### src/rtl/i2c_pkg.sv
// Shared types and helpers for the I2C master byte transmitter.
package i2c_pkg;

    // Byte-level controller states.
    typedef enum logic [1:0] {
        IDLE = 2'd0,
        DATA = 2'd1,
        ACK  = 2'd2,
        DONE = 2'd3
    } state_e;

    // Wide enough to count 8 data bits plus the ACK bit.
    localparam int unsigned BitCntW = 4;

    // Phase at which SCL is released (start of the high half).
    function automatic int unsigned ratio_half(input int unsigned ratio);
        return ratio / 2;
    endfunction

    // Mid-low phase: SDA changes here.
    function automatic int unsigned ratio_qtr(input int unsigned ratio);
        return ratio / 4;
    endfunction

    // Mid-high phase: SDA is sampled here.
    function automatic int unsigned ratio_q3(input int unsigned ratio);
        return (3 * ratio) / 4;
    endfunction

endpackage

### src/rtl/i2c_scl_phase_gen.sv
// Bit-period phase counter: produces the SCL level and the drive/sample/end strobes.
module i2c_scl_phase_gen
    import i2c_pkg::*;
#(
    parameter int unsigned CLK_DIVIDER_RATIO = 8
) (
    input  logic clk_i,
    input  logic rst_ni,
    input  logic run_i,
    output logic scl_o,
    output logic drive_strobe_o,
    output logic sample_strobe_o,
    output logic period_end_o
);

    localparam int unsigned PhaseW = $clog2(CLK_DIVIDER_RATIO);
    localparam logic [PhaseW-1:0] Half = PhaseW'(ratio_half(CLK_DIVIDER_RATIO));
    localparam logic [PhaseW-1:0] Qtr  = PhaseW'(ratio_qtr(CLK_DIVIDER_RATIO));
    localparam logic [PhaseW-1:0] Q3   = PhaseW'(ratio_q3(CLK_DIVIDER_RATIO));
    localparam logic [PhaseW-1:0] Last = PhaseW'(CLK_DIVIDER_RATIO - 1);

    logic [PhaseW-1:0] phase_q, phase_d;

    // Next phase: held at zero while stopped, wraps at the end of each bit period.
    always_comb begin
        phase_d = phase_q;
        if (!run_i) begin
            phase_d = '0;
        end else if (phase_q == Last) begin
            phase_d = '0;
        end else begin
            phase_d = phase_q + PhaseW'(1);
        end
    end

    // Phase register.
    always_ff @(posedge clk_i or negedge rst_ni) begin
        if (!rst_ni) begin
            phase_q <= '0;
        end else begin
            phase_q <= phase_d;
        end
    end

    assign scl_o           = (phase_q >= Half);
    assign drive_strobe_o  = run_i && (phase_q == Qtr);
    assign sample_strobe_o = run_i && (phase_q == Q3);
    assign period_end_o    = run_i && (phase_q == Last);

endmodule

### src/rtl/i2c_master_write_byte.sv
// I2C master byte transmitter: shifts 8 bits MSB-first, then samples the slave ACK.
module i2c_master_write_byte
    import i2c_pkg::*;
#(
    parameter int unsigned CLK_DIVIDER_RATIO = 8
) (
    input  logic       clk_i,
    input  logic       rst_ni,
    input  logic       enable_i,
    input  logic [7:0] data_i,
    input  logic       sda_i,
    output logic       scl_o,
    output logic       sda_o,
    output logic       finish_o,
    output logic       error_o
);

    state_e               state_q, state_d;
    logic [7:0]           shift_q, shift_d;
    logic [BitCntW-1:0]   bit_q, bit_d;
    logic                 sda_q, sda_d;
    logic                 scl_idle_q, scl_idle_d;
    logic                 error_q, error_d;
    logic                 finish_q, finish_d;
    logic                 samp_q, samp_d;
    logic                 arb_q, arb_d;

    logic run;
    logic scl_level;
    logic drive_strobe;
    logic sample_strobe;
    logic period_end;

    assign run = (state_q == DATA) || (state_q == ACK);

    i2c_scl_phase_gen #(
        .CLK_DIVIDER_RATIO(CLK_DIVIDER_RATIO)
    ) u_phase_gen (
        .clk_i          (clk_i),
        .rst_ni         (rst_ni),
        .run_i          (run),
        .scl_o          (scl_level),
        .drive_strobe_o (drive_strobe),
        .sample_strobe_o(sample_strobe),
        .period_end_o   (period_end)
    );

    // Byte FSM, shift register and bus drive next-state logic.
    always_comb begin
        state_d    = state_q;
        shift_d    = shift_q;
        bit_d      = bit_q;
        sda_d      = sda_q;
        scl_idle_d = scl_idle_q;
        error_d    = error_q;
        finish_d   = 1'b0;
        samp_d     = samp_q;
        arb_d      = 1'b0;

        unique case (state_q)
            IDLE: begin
                // The finish cycle itself is still busy from the caller's point of view.
                if (enable_i && !finish_q) begin
                    state_d = DATA;
                    shift_d = data_i;
                    error_d = 1'b0;
                    bit_d   = '0;
                end
            end
            DATA: begin
                if (drive_strobe) begin
                    sda_d = shift_q[7];
                end
                if (sample_strobe) begin
                    samp_d = sda_i;
                    arb_d  = sda_q & ~sda_i;
                end
                if (arb_q) begin
                    // Lost arbitration: release both lines and give up the bus.
                    state_d    = DONE;
                    scl_idle_d = 1'b1;
                    sda_d      = 1'b1;
                    error_d    = 1'b1;
                end else if (period_end) begin
                    shift_d = {shift_q[6:0], 1'b0};
                    bit_d   = bit_q + BitCntW'(1);
                    if (bit_q == BitCntW'(7)) begin
                        state_d = ACK;
                    end
                end
            end
            ACK: begin
                if (drive_strobe) begin
                    sda_d = 1'b1;
                end
                if (sample_strobe) begin
                    samp_d = sda_i;
                end
                if (period_end) begin
                    // Keep SCL low afterwards so the master retains the bus.
                    bit_d      = bit_q + BitCntW'(1);
                    error_d    = samp_q;
                    scl_idle_d = 1'b0;
                    state_d    = DONE;
                end
            end
            DONE: begin
                finish_d = 1'b1;
                state_d  = IDLE;
            end
            default: begin
                state_d = IDLE;
            end
        endcase
    end

    // State registers with asynchronous reset to the released-bus condition.
    always_ff @(posedge clk_i or negedge rst_ni) begin
        if (!rst_ni) begin
            state_q    <= IDLE;
            shift_q    <= '0;
            bit_q      <= '0;
            sda_q      <= 1'b1;
            scl_idle_q <= 1'b1;
            error_q    <= 1'b0;
            finish_q   <= 1'b0;
            samp_q     <= 1'b1;
            arb_q      <= 1'b0;
        end else begin
            state_q    <= state_d;
            shift_q    <= shift_d;
            bit_q      <= bit_d;
            sda_q      <= sda_d;
            scl_idle_q <= scl_idle_d;
            error_q    <= error_d;
            finish_q   <= finish_d;
            samp_q     <= samp_d;
            arb_q      <= arb_d;
        end
    end

    assign scl_o    = run ? scl_level : scl_idle_q;
    assign sda_o    = sda_q;
    assign finish_o = finish_q;
    assign error_o  = error_q;

endmodule

### config.mk
export PLATFORM = sky130hd
export DESIGN_NAME = i2c_master_write_byte
export DESIGN_NICKNAME = d
export VERILOG_FILES = /design/src/rtl/i2c_pkg.sv /design/src/rtl/i2c_scl_phase_gen.sv /design/src/rtl/i2c_master_write_byte.sv
export SDC_FILE = /design/constraint.sdc
export NUM_CORES = 1
export LEC_CHECK = 0
export CORE_MARGIN = 2
export CORE_UTILIZATION = 61
export DETAILED_ROUTE_END_ITERATION = 6
export DONT_BUFFER_PORTS = 1
export PLACE_DENSITY = 0.77
export RECOVER_POWER = 25
export SLEW_MARGIN = 10
export SYNTH_ARGS = -nofsm -noshare
export SYNTH_HDL_FRONTEND = slang
export SYNTH_SLANG_ARGS = --single-unit
### constraint.sdc
create_clock -name clk_i -period 1.85 [get_ports clk_i]
set_input_delay 0.2775 -clock clk_i [delete_from_list [all_inputs] [get_ports clk_i]]
set_output_delay 0.2775 -clock clk_i [all_outputs]
set_load 0.05 [all_outputs]
==> impl_metrics.py <==
metrics = {
    "run_status": {
        "status": "finished, violations left",
        "violations": "negative setup slack",
    },
    "synth": {
        "synth.cell_area_um2": 1310,
        "yosysTopAreaCellShare_pct": 38.3,
        "yosys.area.top_type": "dfrtp_1",
        "synth.yosys.seq_area_share_pct": 44.3,
        "synth_nets": 145,
        "synthArstFlopShare_pct": 100,
        "synthFlopType": "dfrtp_1",
        "synthCells": 124,
        "yosysUniqueCellTypes": 35,
        "synth-edff-count": 0,
        "synth_warnings": 0,
        "avgSynthCellArea_um2": 10.5,
        "synth_area_leaders": "dfrtp_1, ha_1, mux2i_1, dfstp_2, a22o_1",
        "synth-seq-cells": 23,
    },
    "drt": {
        "viasPerCell": 6.03,
        "dr.pass1.iters": 4,
        "totalWireLength_um": 2820,
        "drc": 0,
        "vias": 971,
        "drt_iter0_markers": 16,
        "wl_per_cell_um": 17.5,
        "ant_nets": 0,
    },
    "floorplanning": {
        "die_y_um": 50.3,
        "fp.dieArea_um2": 2530,
        "num_rows": 16,
        "core-area_um2": 1980,
        "io_pins": 16,
        "die_w_um": 50.3,
        "floorplan.initialDensity_pct": 65.9,
    },
    "clocking": {
        "cts.clk_slew.worst_paths_ps": 130,
        "cts_max_level": 1,
        "root_buffer": "clkbuf_4",
        "cts_num_sinks": 23,
        "cts_made_buffers": 3,
        "clock_latency_ps": 310,
        "cts_tree": "done",
        "cts_buffer_depth": 2,
    },
    "worst_hold_path": {
        "hold_path_end": "arb_q",
        "min_path_cells": 1,
        "hp-class": "input pin to register",
        "min_from": "sda_i",
    },
    "setup_path": {
        "ff2ff_path_depth": 6,
        "worst-r2r-setup-slack_ps": 50,
        "crit_buf_inv": 2,
        "rr_startpoint": "state_q[0]",
        "arrival_ps": 1590,
        "slowest_delay_ps": 430,
        "path_cells": "inv_2, ha_4, buf_6, mux2_4",
        "start_kind": "register",
        "cp.required_ps": 1570,
        "slowest_stage": "dfrtp_1",
        "crit_family": "flip-flops",
        "crit_fanout": 4,
        "path_class": "register to primary output",
        "timing.rr.end": "bit_q[3]",
        "cp-end-kind": "primary output",
    },
    "timing": {
        "fmax_ghz": 0.535,
        "relSlewSlack_pct": 30.2,
        "finalSetupTns_ps": -18.6,
        "finalWorstSetupSlack_ps": -18.6,
        "slew_violations": 0,
        "skew_ps": 5.32,
        "grt_setup_unrepaired": "true",
        "fin_crit_sh_pct": 101,
        "hold_slack_ps": 15.6,
        "setup_viol": 1,
        "final_hold_viol_count": 0,
        "fin_crit_ps": 1870,
        "worst_pin_slew_ps": 1040,
    },
    "power": {
        "power_mw": 2.82,
        "p_sw_mw": 1.26,
        "intPower_mw": 1.56,
        "leakagePower_nw": 0.648,
        "p_seq_share_pct": 33.1,
        "ir_drop_mv": 1.18,
        "p_per_area_nw_per_um2": 1920,
        "clkPwrFrac_pct": 8.5,
        "power_frac_comb_pct": 58.4,
        "switching_share_pct": 44.7,
    },
    "global_route": {
        "grt_pass1_wl_um": 4620,
        "grt_start_max_net_pins": 24,
        "track_usage_pct": 24.5,
        "antenna_found_initial": 0,
        "grt_pass1_vias": 1061,
        "grt-ovfl-total": 0,
    },
    "layout": {
        "final_nets": 156,
        "antenna_cells": 0,
        "drive_above_1_share_pct": 26.9,
        "areaGrowthSynthToFinish_pct": 12.5,
        "final_cells": 161,
    },
    "placement": {
        "portBuffers": 0,
        "gp_congestion": 0.797,
        "dp.cells": 153,
        "place_hpwl_um": 1960,
    },
    "job": {
        "cap_violations": 0,
    },
}
==> logic make-up after synthesis <==
logic type	synth area share, %
flops	44.3
buf+inv	5.36
fa+ha+maj	8.62
compound gates	18.4
mux	8.72
simple gates	14.6
==> power groups by stage <==
stage	Clock [mW]	Sequential (mW)	Combinational, mW
6_report	0.238	0.933	1.64
5_1_grt	0.259	0.960	1.78
4_1_cts	0.243	0.929	1.57
3_5_place_dp	0	0.953	1.37
3_3_place_gp	0	0.933	1.31
2_1_floorplan	0	0.934	1.04
==> cell usage in the layout (no fill, tap or decap), drive strengths merged <==
cell type and n:
o221ai 1, nand4 2, o2bb2ai 1, nor3 1, o22ai 1, a221oi 1, a21oi 9, o21ai 7
a211oi 1, dfstp 3, or2 2, and2 3, ha 9, or3 1, o311a 1, mux2i 8
dlygate4sd3 1, inv 8, nand3 2, buf 9, o41ai 1, a22o 6, nand2b 5, a21o 1
dfrtp 20, nor2 10, o21bai 2, mux2 3, nand2 9, clkbuf 4, nand3b 1, clkinv 1
==> cells in the mapped netlist, types with 2 or more instances <==
cell	number
nand2_1	9
a21oi_1	7
mux2i_1	8
nor2_1	10
dfstp_2	3
dfrtp_1	20
inv_1	8
nand2b_1	4
nand4_1	2
o21bai_1	2
a21oi_2	2
buf_2	2
a22o_1	6
mux2_2	3
ha_1	9
or2_2	2
o21ai_0	7
and2_1	2
buf_6	2
==> sequential cells by signal, indices dropped and copies added, names as in the netlist <==
register,count
samp_q,1
u_phase_gen.phase_q,3
scl_idle_q,1
finish_o,1
state_q,2
error_o,1
shift_q,8
arb_q,1
sda_o,1
bit_q,4
==> layout make-up <==
| cell class | count | area, µm² |
|---|---|---|
| Sequential cell | 23 | 579 |
| Fill cell | 131 | 512 |
| Clock buffer | 3 | 22.5 |
| Tap cell | 27 | 33.8 |
| Timing Repair Buffer | 11 | 97.6 |
| Clock inverter | 1 | 5.00 |
| Multi-Input combinational cell | 88 | 702 |
| Inverter | 8 | 30.0 |
==> routing by layer <==
metal | wire (µm) | global-route usage, %
met4 | 62 | 8.80
met1 | 1140 | 27.6
met2 | 1510 | 45.8
met3 | 104 | 4.17
met5 | 0 | 0
==> worst max-delay path by stage <==
stage | endpoint | slack [ps] | startpoint | cells after the start
global route | scl_o | -70 | state_q[0] | 4
floorplan | scl_o | 100 | state_q[0] | 4
finish | scl_o | -20 | state_q[0] | 4
CTS | error_o | 2 | u_phase_gen.phase_q[0] | 5
global placement | scl_o | 110 | state_q[0] | 4
detailed placement | error_o | -2 | state_q[0] | 5
==> repair_timing <==
action / CTS / global route
endpoints found under the hold margin: 23 / 0
cloned: 0 / 0
resized for setup: 6 / 5
buffers inserted: 3 / 0
hold buffers: 1 / 0
endpoints found under the setup margin: 3 / 11
==> through the flow <==
stage / setup WS, ps / area, µm² / util, %
after floorplan: 97.1 / 1310 / -
after global placement: 106 / 1370 / 68.9
after detailed placement: -1.91 / 1370 / 68.9
after CTS: 2.02 / 1450 / 73.0
after global routing: -67.2 / 1470 / 74.2
final: -18.6 / 1470 / 74.2
No activity file was read; power rests on OpenSTA's default activity.
